[src/rtl/lsu_wb_master.sv]
// ============================================================================
// Module   : lsu_wb_master
// Purpose  : Load/store unit bus master. Takes one CPU load/store request at
//            a time, screens it for misalignment/illegal funct3, runs a
//            Wishbone-style stb/ack cycle bounded by a timeout and returns
//            exactly one response per request.
// Revision : 1.0 - initial release
// ============================================================================
`default_nettype none

module lsu_wb_master #(
  parameter int TIMEOUT_CYCLES = 16,
  parameter int TIMEOUT_W      = 5
) (
  input  logic        i_clk,
  input  logic        i_reset,
  // CPU request side
  input  logic        i_req_valid,
  output logic        o_req_ready,
  input  logic        i_req_we,
  input  logic [31:0] i_req_addr,
  input  logic [31:0] i_req_wdata,
  input  logic [2:0]  i_req_funct3,
  // CPU response side
  output logic        o_resp_valid,
  output logic [31:0] o_resp_rdata,
  output logic        o_resp_err,
  // Bus master port
  output logic        o_wb_stb,
  output logic        o_wb_we,
  output logic [31:0] o_wb_addr,
  output logic [31:0] o_wb_data,
  output logic [2:0]  o_wb_sel,
  input  logic [31:0] i_wb_data,
  input  logic        i_wb_ack,
  input  logic        i_wb_stall
);

  localparam logic [1:0] IDLE     = 2'd0;
  localparam logic [1:0] REQ      = 2'd1;
  localparam logic [1:0] WAIT_ACK = 2'd2;
  localparam logic [1:0] RESP     = 2'd3;

  // Last counter value of a bus cycle; reaching it without an ack aborts.
  localparam logic [TIMEOUT_W-1:0] TIMEOUT_LAST = TIMEOUT_W'(TIMEOUT_CYCLES - 1);

  logic [1:0]           state;
  logic [1:0]           next_state;
  logic [TIMEOUT_W-1:0] count;

  logic                 illegal;
  logic                 misaligned;
  logic                 reject;
  logic                 ack_taken;
  logic                 timed_out;

  logic                 bus_we;
  logic [31:0]          bus_addr;
  logic [31:0]          bus_data;
  logic [2:0]           bus_sel;
  logic [31:0]          resp_rdata;
  logic                 resp_err;

  // Screen the incoming request before any bus cycle is started.
  always_comb begin
    illegal    = (i_req_funct3 == 3'b011) || (i_req_funct3 == 3'b110) ||
                 (i_req_funct3 == 3'b111) || (i_req_we && i_req_funct3[2]);
    // funct3[1:0] == 01 covers both H and HU.
    misaligned = ((i_req_funct3[1:0] == 2'b01) && i_req_addr[0]) ||
                 ((i_req_funct3 == 3'b010) && (i_req_addr[1:0] != 2'b00));
    reject     = illegal || misaligned;
  end

  // An ack only counts once the strobe has been accepted (or in the same
  // cycle it is accepted); acks seen while stalled, idle or responding are
  // ignored.
  assign ack_taken = ((state == REQ) && !i_wb_stall && i_wb_ack) ||
                     ((state == WAIT_ACK) && i_wb_ack);
  assign timed_out = (count == TIMEOUT_LAST);

  // State register; reset drops the strobe and any pending response at once.
  always_ff @(posedge i_clk or posedge i_reset) begin
    if (i_reset) begin
      state <= IDLE;
    end else begin
      state <= next_state;
    end
  end

  // Next-state decode; an ack beats a timeout in the same cycle.
  always_comb begin
    next_state = state;
    case (state)
      IDLE: begin
        if (i_req_valid) begin
          next_state = reject ? RESP : REQ;
        end
      end
      REQ: begin
        if (ack_taken || timed_out) begin
          next_state = RESP;
        end else if (!i_wb_stall) begin
          next_state = WAIT_ACK;
        end
      end
      WAIT_ACK: begin
        if (ack_taken || timed_out) begin
          next_state = RESP;
        end
      end
      RESP: begin
        next_state = IDLE;
      end
      default: begin
        next_state = IDLE;
      end
    endcase
  end

  // State-decoded handshake outputs.
  always_comb begin
    o_req_ready  = (state == IDLE);
    o_wb_stb     = (state == REQ);
    o_resp_valid = (state == RESP);
  end

  // Request latch, timeout counter and response payload.
  always_ff @(posedge i_clk or posedge i_reset) begin
    if (i_reset) begin
      bus_we     <= 1'b0;
      bus_addr   <= 32'd0;
      bus_data   <= 32'd0;
      bus_sel    <= 3'd0;
      count      <= '0;
      resp_rdata <= 32'd0;
      resp_err   <= 1'b0;
    end else begin
      case (state)
        IDLE: begin
          if (i_req_valid) begin
            bus_we     <= i_req_we;
            bus_addr   <= i_req_addr;
            bus_data   <= i_req_wdata;
            bus_sel    <= i_req_funct3;
            count      <= '0;
            resp_rdata <= 32'd0;
            resp_err   <= reject;
          end
        end
        REQ, WAIT_ACK: begin
          count <= count + 1'b1;
          if (ack_taken) begin
            resp_rdata <= bus_we ? 32'd0 : i_wb_data;
            resp_err   <= 1'b0;
          end else if (timed_out) begin
            resp_rdata <= 32'd0;
            resp_err   <= 1'b1;
          end
        end
        default: begin
          // Payload is only visible during RESP; clear it on the way out.
          resp_rdata <= 32'd0;
          resp_err   <= 1'b0;
        end
      endcase
    end
  end

  assign o_wb_we      = bus_we;
  assign o_wb_addr    = bus_addr;
  assign o_wb_data    = bus_data;
  assign o_wb_sel     = bus_sel;
  assign o_resp_rdata = resp_rdata;
  assign o_resp_err   = resp_err;

endmodule

`default_nettype wire

[config.mk]
export PLATFORM = sky130hd
export DESIGN_NAME = lsu_wb_master
export DESIGN_NICKNAME = d
export VERILOG_FILES = /design/src/rtl/lsu_wb_master.sv
export SDC_FILE = /design/constraint.sdc
export NUM_CORES = 1
export LEC_CHECK = 0
export ABC_CLOCK_PERIOD_IN_PS = 5690
export CELL_PAD_IN_SITES_DETAIL_PLACEMENT = 1
export CELL_PAD_IN_SITES_GLOBAL_PLACEMENT = 2
export CORE_ASPECT_RATIO = 1.5
export CORE_MARGIN = 5
export CORE_UTILIZATION = 28
export DETAILED_ROUTE_END_ITERATION = 8
export GPL_TIMING_DRIVEN = 0
export PLACE_DENSITY_LB_ADDON = 0.1
export SLEW_MARGIN = 20
export SYNTH_ARGS = -nofsm -noshare
export SYNTH_HDL_FRONTEND = slang
export SYNTH_SLANG_ARGS = --single-unit
[constraint.sdc]
create_clock -name i_clk -period 5.69 [get_ports i_clk]
set_clock_uncertainty 0.05 [all_clocks]
set_input_delay 1.138 -clock i_clk [delete_from_list [all_inputs] [get_ports i_clk]]
set_output_delay 1.138 -clock i_clk [all_outputs]
set_load 0.02 [all_outputs]
### Word-level counts from Yosys, hierarchy flattened

Cells that the tools add are included.

| storage, ports and cells | value |
|---|---|
| flip-flop bits (word level) | 108 |

| cells by class | value |
|---|---|
| $add $sub $neg | 1 |
| equality and inequality tests | 13 |
| multiplexer cells | 17 |
| reductions and logical operators | 22 |

Operators with widths:

| cell | count |
|---|---|
| $mux W32 | 4 |
| $pmux W32 S2 | 1 |
| $mux W2 | 5 |
| $pmux W5 S2 | 1 |
| $pmux W2 S4 | 1 |
| $logic_or A1 B1 Y1 | 7 |
| $eq A3 B2 Y1 const B | 2 |
| $eq A3 B3 Y1 const B | 2 |
| $logic_and A1 B1 Y1 | 6 |
| $reduce_and A2 Y1 | 3 |
| $add A5 B1 Y5 const B | 1 |
| $eq A5 B4 Y1 const B | 1 |
| $mux W5 | 1 |
| $eq A2 B1 Y1 const B | 2 |
| $eq A2 B2 Y1 const B | 2 |
| $reduce_bool A2 Y1 | 2 |
| $mux W1 | 3 |
| $ne A3 B2 Y1 const B | 1 |
| $ne A3 B3 Y1 const B | 1 |
| $reduce_and A3 Y1 | 1 |
| $logic_not A2 Y1 | 1 |
| $ne A2 B1 Y1 const B | 1 |
| $ne A2 B2 Y1 const B | 1 |
| $pmux W1 S2 | 1 |
| 2 further kinds | 2 |

### Longest topological paths before layout

| logic depth | value |
|---|---|
| depth in word-level cells | 8 |
| depth in mapped cells | 7 |

### Worst setup path after synthesis

No wires, ideal clock.

| path | value |
|---|---|
| path kind | input port to flip-flop |
| start point | input port i_req_valid |
| end point | register bus_addr[28] (netlist: o_wb_addr[28]) |
| arrival | 2.023 ns |
| path slack | 3.492 ns |
| cell stages on the path | 4 |
| buffers on the path | 2 |
| cell sequence | nand2_1 > buf_2 > buf_2 > mux2_2 |

| between the ends | value |
|---|---|
| longest elaborated chain between the ends | 1 |

RTL lines:

| item | RTL line | text |
|---|---|---|
| from (decl) | 18 | `input logic i_req_valid,` |
| $reduce_and A2 Y1 (no source line) | - |  |
| to (signal assigned) | 142 | `bus_addr <= i_req_addr;` |
| to (decl) | 58 | `logic [31:0] bus_addr;` |

No other way between the ends.
A chain may end at the register's enable or synchronous reset.

### Worst setup path after layout

| path | value |
|---|---|
| start point | register state[1] |
| end point | output port o_wb_stb |

| between the ends | value |
|---|---|
| longest elaborated chain between the ends | 1 |

RTL lines:

| item | RTL line | text |
|---|---|---|
| from (decl) | 47 | `logic [1:0] state;` |
| from (signal assigned) | 86 | `state <= next_state;` |
| $eq A2 B1 Y1 | 123 | `o_wb_stb = (state == REQ);` |
| to (decl) | 29 | `output logic o_wb_stb,` |

No other way between the ends.

==> summary.txt <==
GRT overflow = 0
first-pass GRT wire length = 20500 µm
fmax = 338 MHz
Slew @ Worst Pin = 0.466 ns
DRT iter0 DRCs = 80
pin count of the biggest net entering global routing = 76
Crit. Startpoint = state[1]
Pwr Density = 564 nW/µm²
critical register-to-register path startpoint = state[0]
Num CTS Buffers = 9
GR Util met2 = 25.0%
initial antenna violation count = 0
DRC = 0
setup bufs post-CTS = 0
layout cells sized above 1 = 26.3%
max-slew violations = 0
hold crit path type = reg -> reg
Synth area leader = dfrtp_1
Yosys Warn Count = 0
status = completed
root buffer cell = clkbuf_16
Post-Syn Instances = 276
Hold Fails Final Rpt = 0
Netlist cell types = 35
count of final setup violators = 0
Post-DP HPWL = 10000 µm
pre-CTS setup slack = 2.63 ns
initial cell density of the core = 28.4%
crit-path max FO = 5
busiest grt layer = met2
Port Buffers = 208
number of synthesized flops with an enable pin = 0
Final Critical Period = 2.96 ns
worst skew pair latency = 0.34 ns
CTS tree = built
GPL Wtd Cong = 0.727
num ports = 209
period utilization = 52.0%
Setup CP Type = reg -> out
Worst Setup Start Kind = flip-flop
R2R depth = 6
setup TNS = 0 ns
Peak VDD IR = 0.000189 V
M1 GR Usage = 15.8%
clock slew at reported path FFs = 0.07 ns
Critical Path RT = 4.50 ns
Setup WS post-layout = 2.73 ns
most frequent cells in the layout = 208 x clkdlybuf4s50_1, 108 x dfrtp_1, 68 x mux2_2, 25 x a22o_2, 9 x clkbuf_16
synthesized area = 4270 µm²
M3 GR Usage = 5.28%
Seq/Total Area, Yosys = 63.2%
top post-synthesis cells by area = dfrtp_1 63%, mux2_2 18%, a22o_2 5.9%, ha_1 2.0%, buf_6 1.6%
site row count = 55
post-cts sizing count = 0
DIE AREA = 17900 µm²
#FFs+latches synth = 108
Layout area overhead = 62.3%
die width = 111 µm
slew margin rel. = 68.8%
vias in the first global route = 3678
post-synth top area share = 63.2%
Syn Area/Cell = 15.5 µm²
most common cell after layout, fill and taps aside = clkdlybuf4s50_1
startpoint of the worst hold path = count[3]
crit path DAT = 1.77 ns
gr usage total = 14.5%
unrepaired setup endpoints after global routing = no
P_leak = 0.00293 µW
drt pass-1 iters = 4
maxcap violations = 0
CP Cell Sequence = inv_1 > ha_1 > clkdlybuf4s50_1
ys async rst share = 100%
post-route ant nets = 0
Routed WL per cell = 18.4 µm
Die Y = 161 µm
CTS Sinks = 108
DR vias/cell = 4.55
CTS Buffer Depth = 2
CP max stage cell = clkdlybuf4s50_1
Vias = 3189
Nets = 608
CP endpoint kind = output pin
hold buffer count at CTS = 0
Most used DFF post-synth = dfrtp_1
syn_nets = 388
Post-Route Utilization = 46.0%
DRT Wirelength = 12900 µm
critical path's largest stage delay = 0.64 ns
H-Tree Depth = 3
Core Region = 15100 µm²
worst hold path stage count = 1
-- report_power, final --
group	switching [µW]	internal, µW
sequential	177	1100
clock	296	326
combinational	969	1040
-- cell usage after synthesis (2+ instances only) --
cell type  instances
inv_1              5
buf_2              7
mux2_2            68
nor4_1             2
nand3_1            3
nor2_1             3
buf_6              6
o21ai_0            6
ha_1               7
a22o_2            25
a22o_1             7
nand2_1            7
dfrtp_1          108
-- worst paths after layout --
check	endpoint	slack (ns)
max	o_wb_stb	2.73
min	count[3]	0.43
max reg2reg	o_wb_data[2]	3.56
min reg2reg	count[3]	0.43
max in group asynchronous	state[1]	3.79
min in group asynchronous	o_resp_rdata[25]	1.09
-- cells by family (layout without fill, tap and decap cells) --
kind of cell / after synthesis / count (layout) / share of synthesized area (%)
compound gates: 47 / 47 / 9.75
fa+ha+maj: 7 / 7 / 2.05
buf+inv: 19 / 244 / 2.93
flops: 108 / 108 / 63.2
mux: 69 / 69 / 18.1
other cells: 0 / 1 / 0
simple gates: 26 / 26 / 3.89
-- final cells by class --
cell class                      count  area, µm²
Multi-Input combinational cell    149       1450
Fill cell                        1537       8140
Timing Repair Buffer              209       2110
Clock inverter                      5       42.5
Clock buffer                       11        253
Antenna cell                        1       2.50
Tap cell                          199        249
Sequential cell                   108       2700
Buffer                             14        106
Inverter                            5       23.8
-- flip-flops by register name, summed over array words and instances, names as in the netlist --
signal and flops:
o_resp_rdata 32, o_wb_addr 32, o_wb_data 32, count 5, o_wb_sel 3, state 2
o_resp_err 1, o_wb_we 1
-- metrics by stage --
stage               area, µm²  hold WS (ns)  total power, µW  cells
floorplan                4270         0.387             2370    276
global placement         6610         0.411             3290    683
detailed placement       6640         0.413             3350    684
CTS                      6930         0.427             3990    700
global route             6930         0.460             4160    700
finish                   6940         0.429             3910    701
-- critical path, delay by kind of cell (launching register included) --
family | cells | cell delay, ns
fa+ha+maj | 1 | 0.25
buf+inv | 2 | 0.76
flops | 1 | 0.42
-- per-layer routing --
layer	vias up	part of all wire [%]
li1	1447	-
met1	1586	38
met2	133	52
met3	23	7.5
met4	0	3.0
met5	-	0
Power figures use the tool's default switching activity.
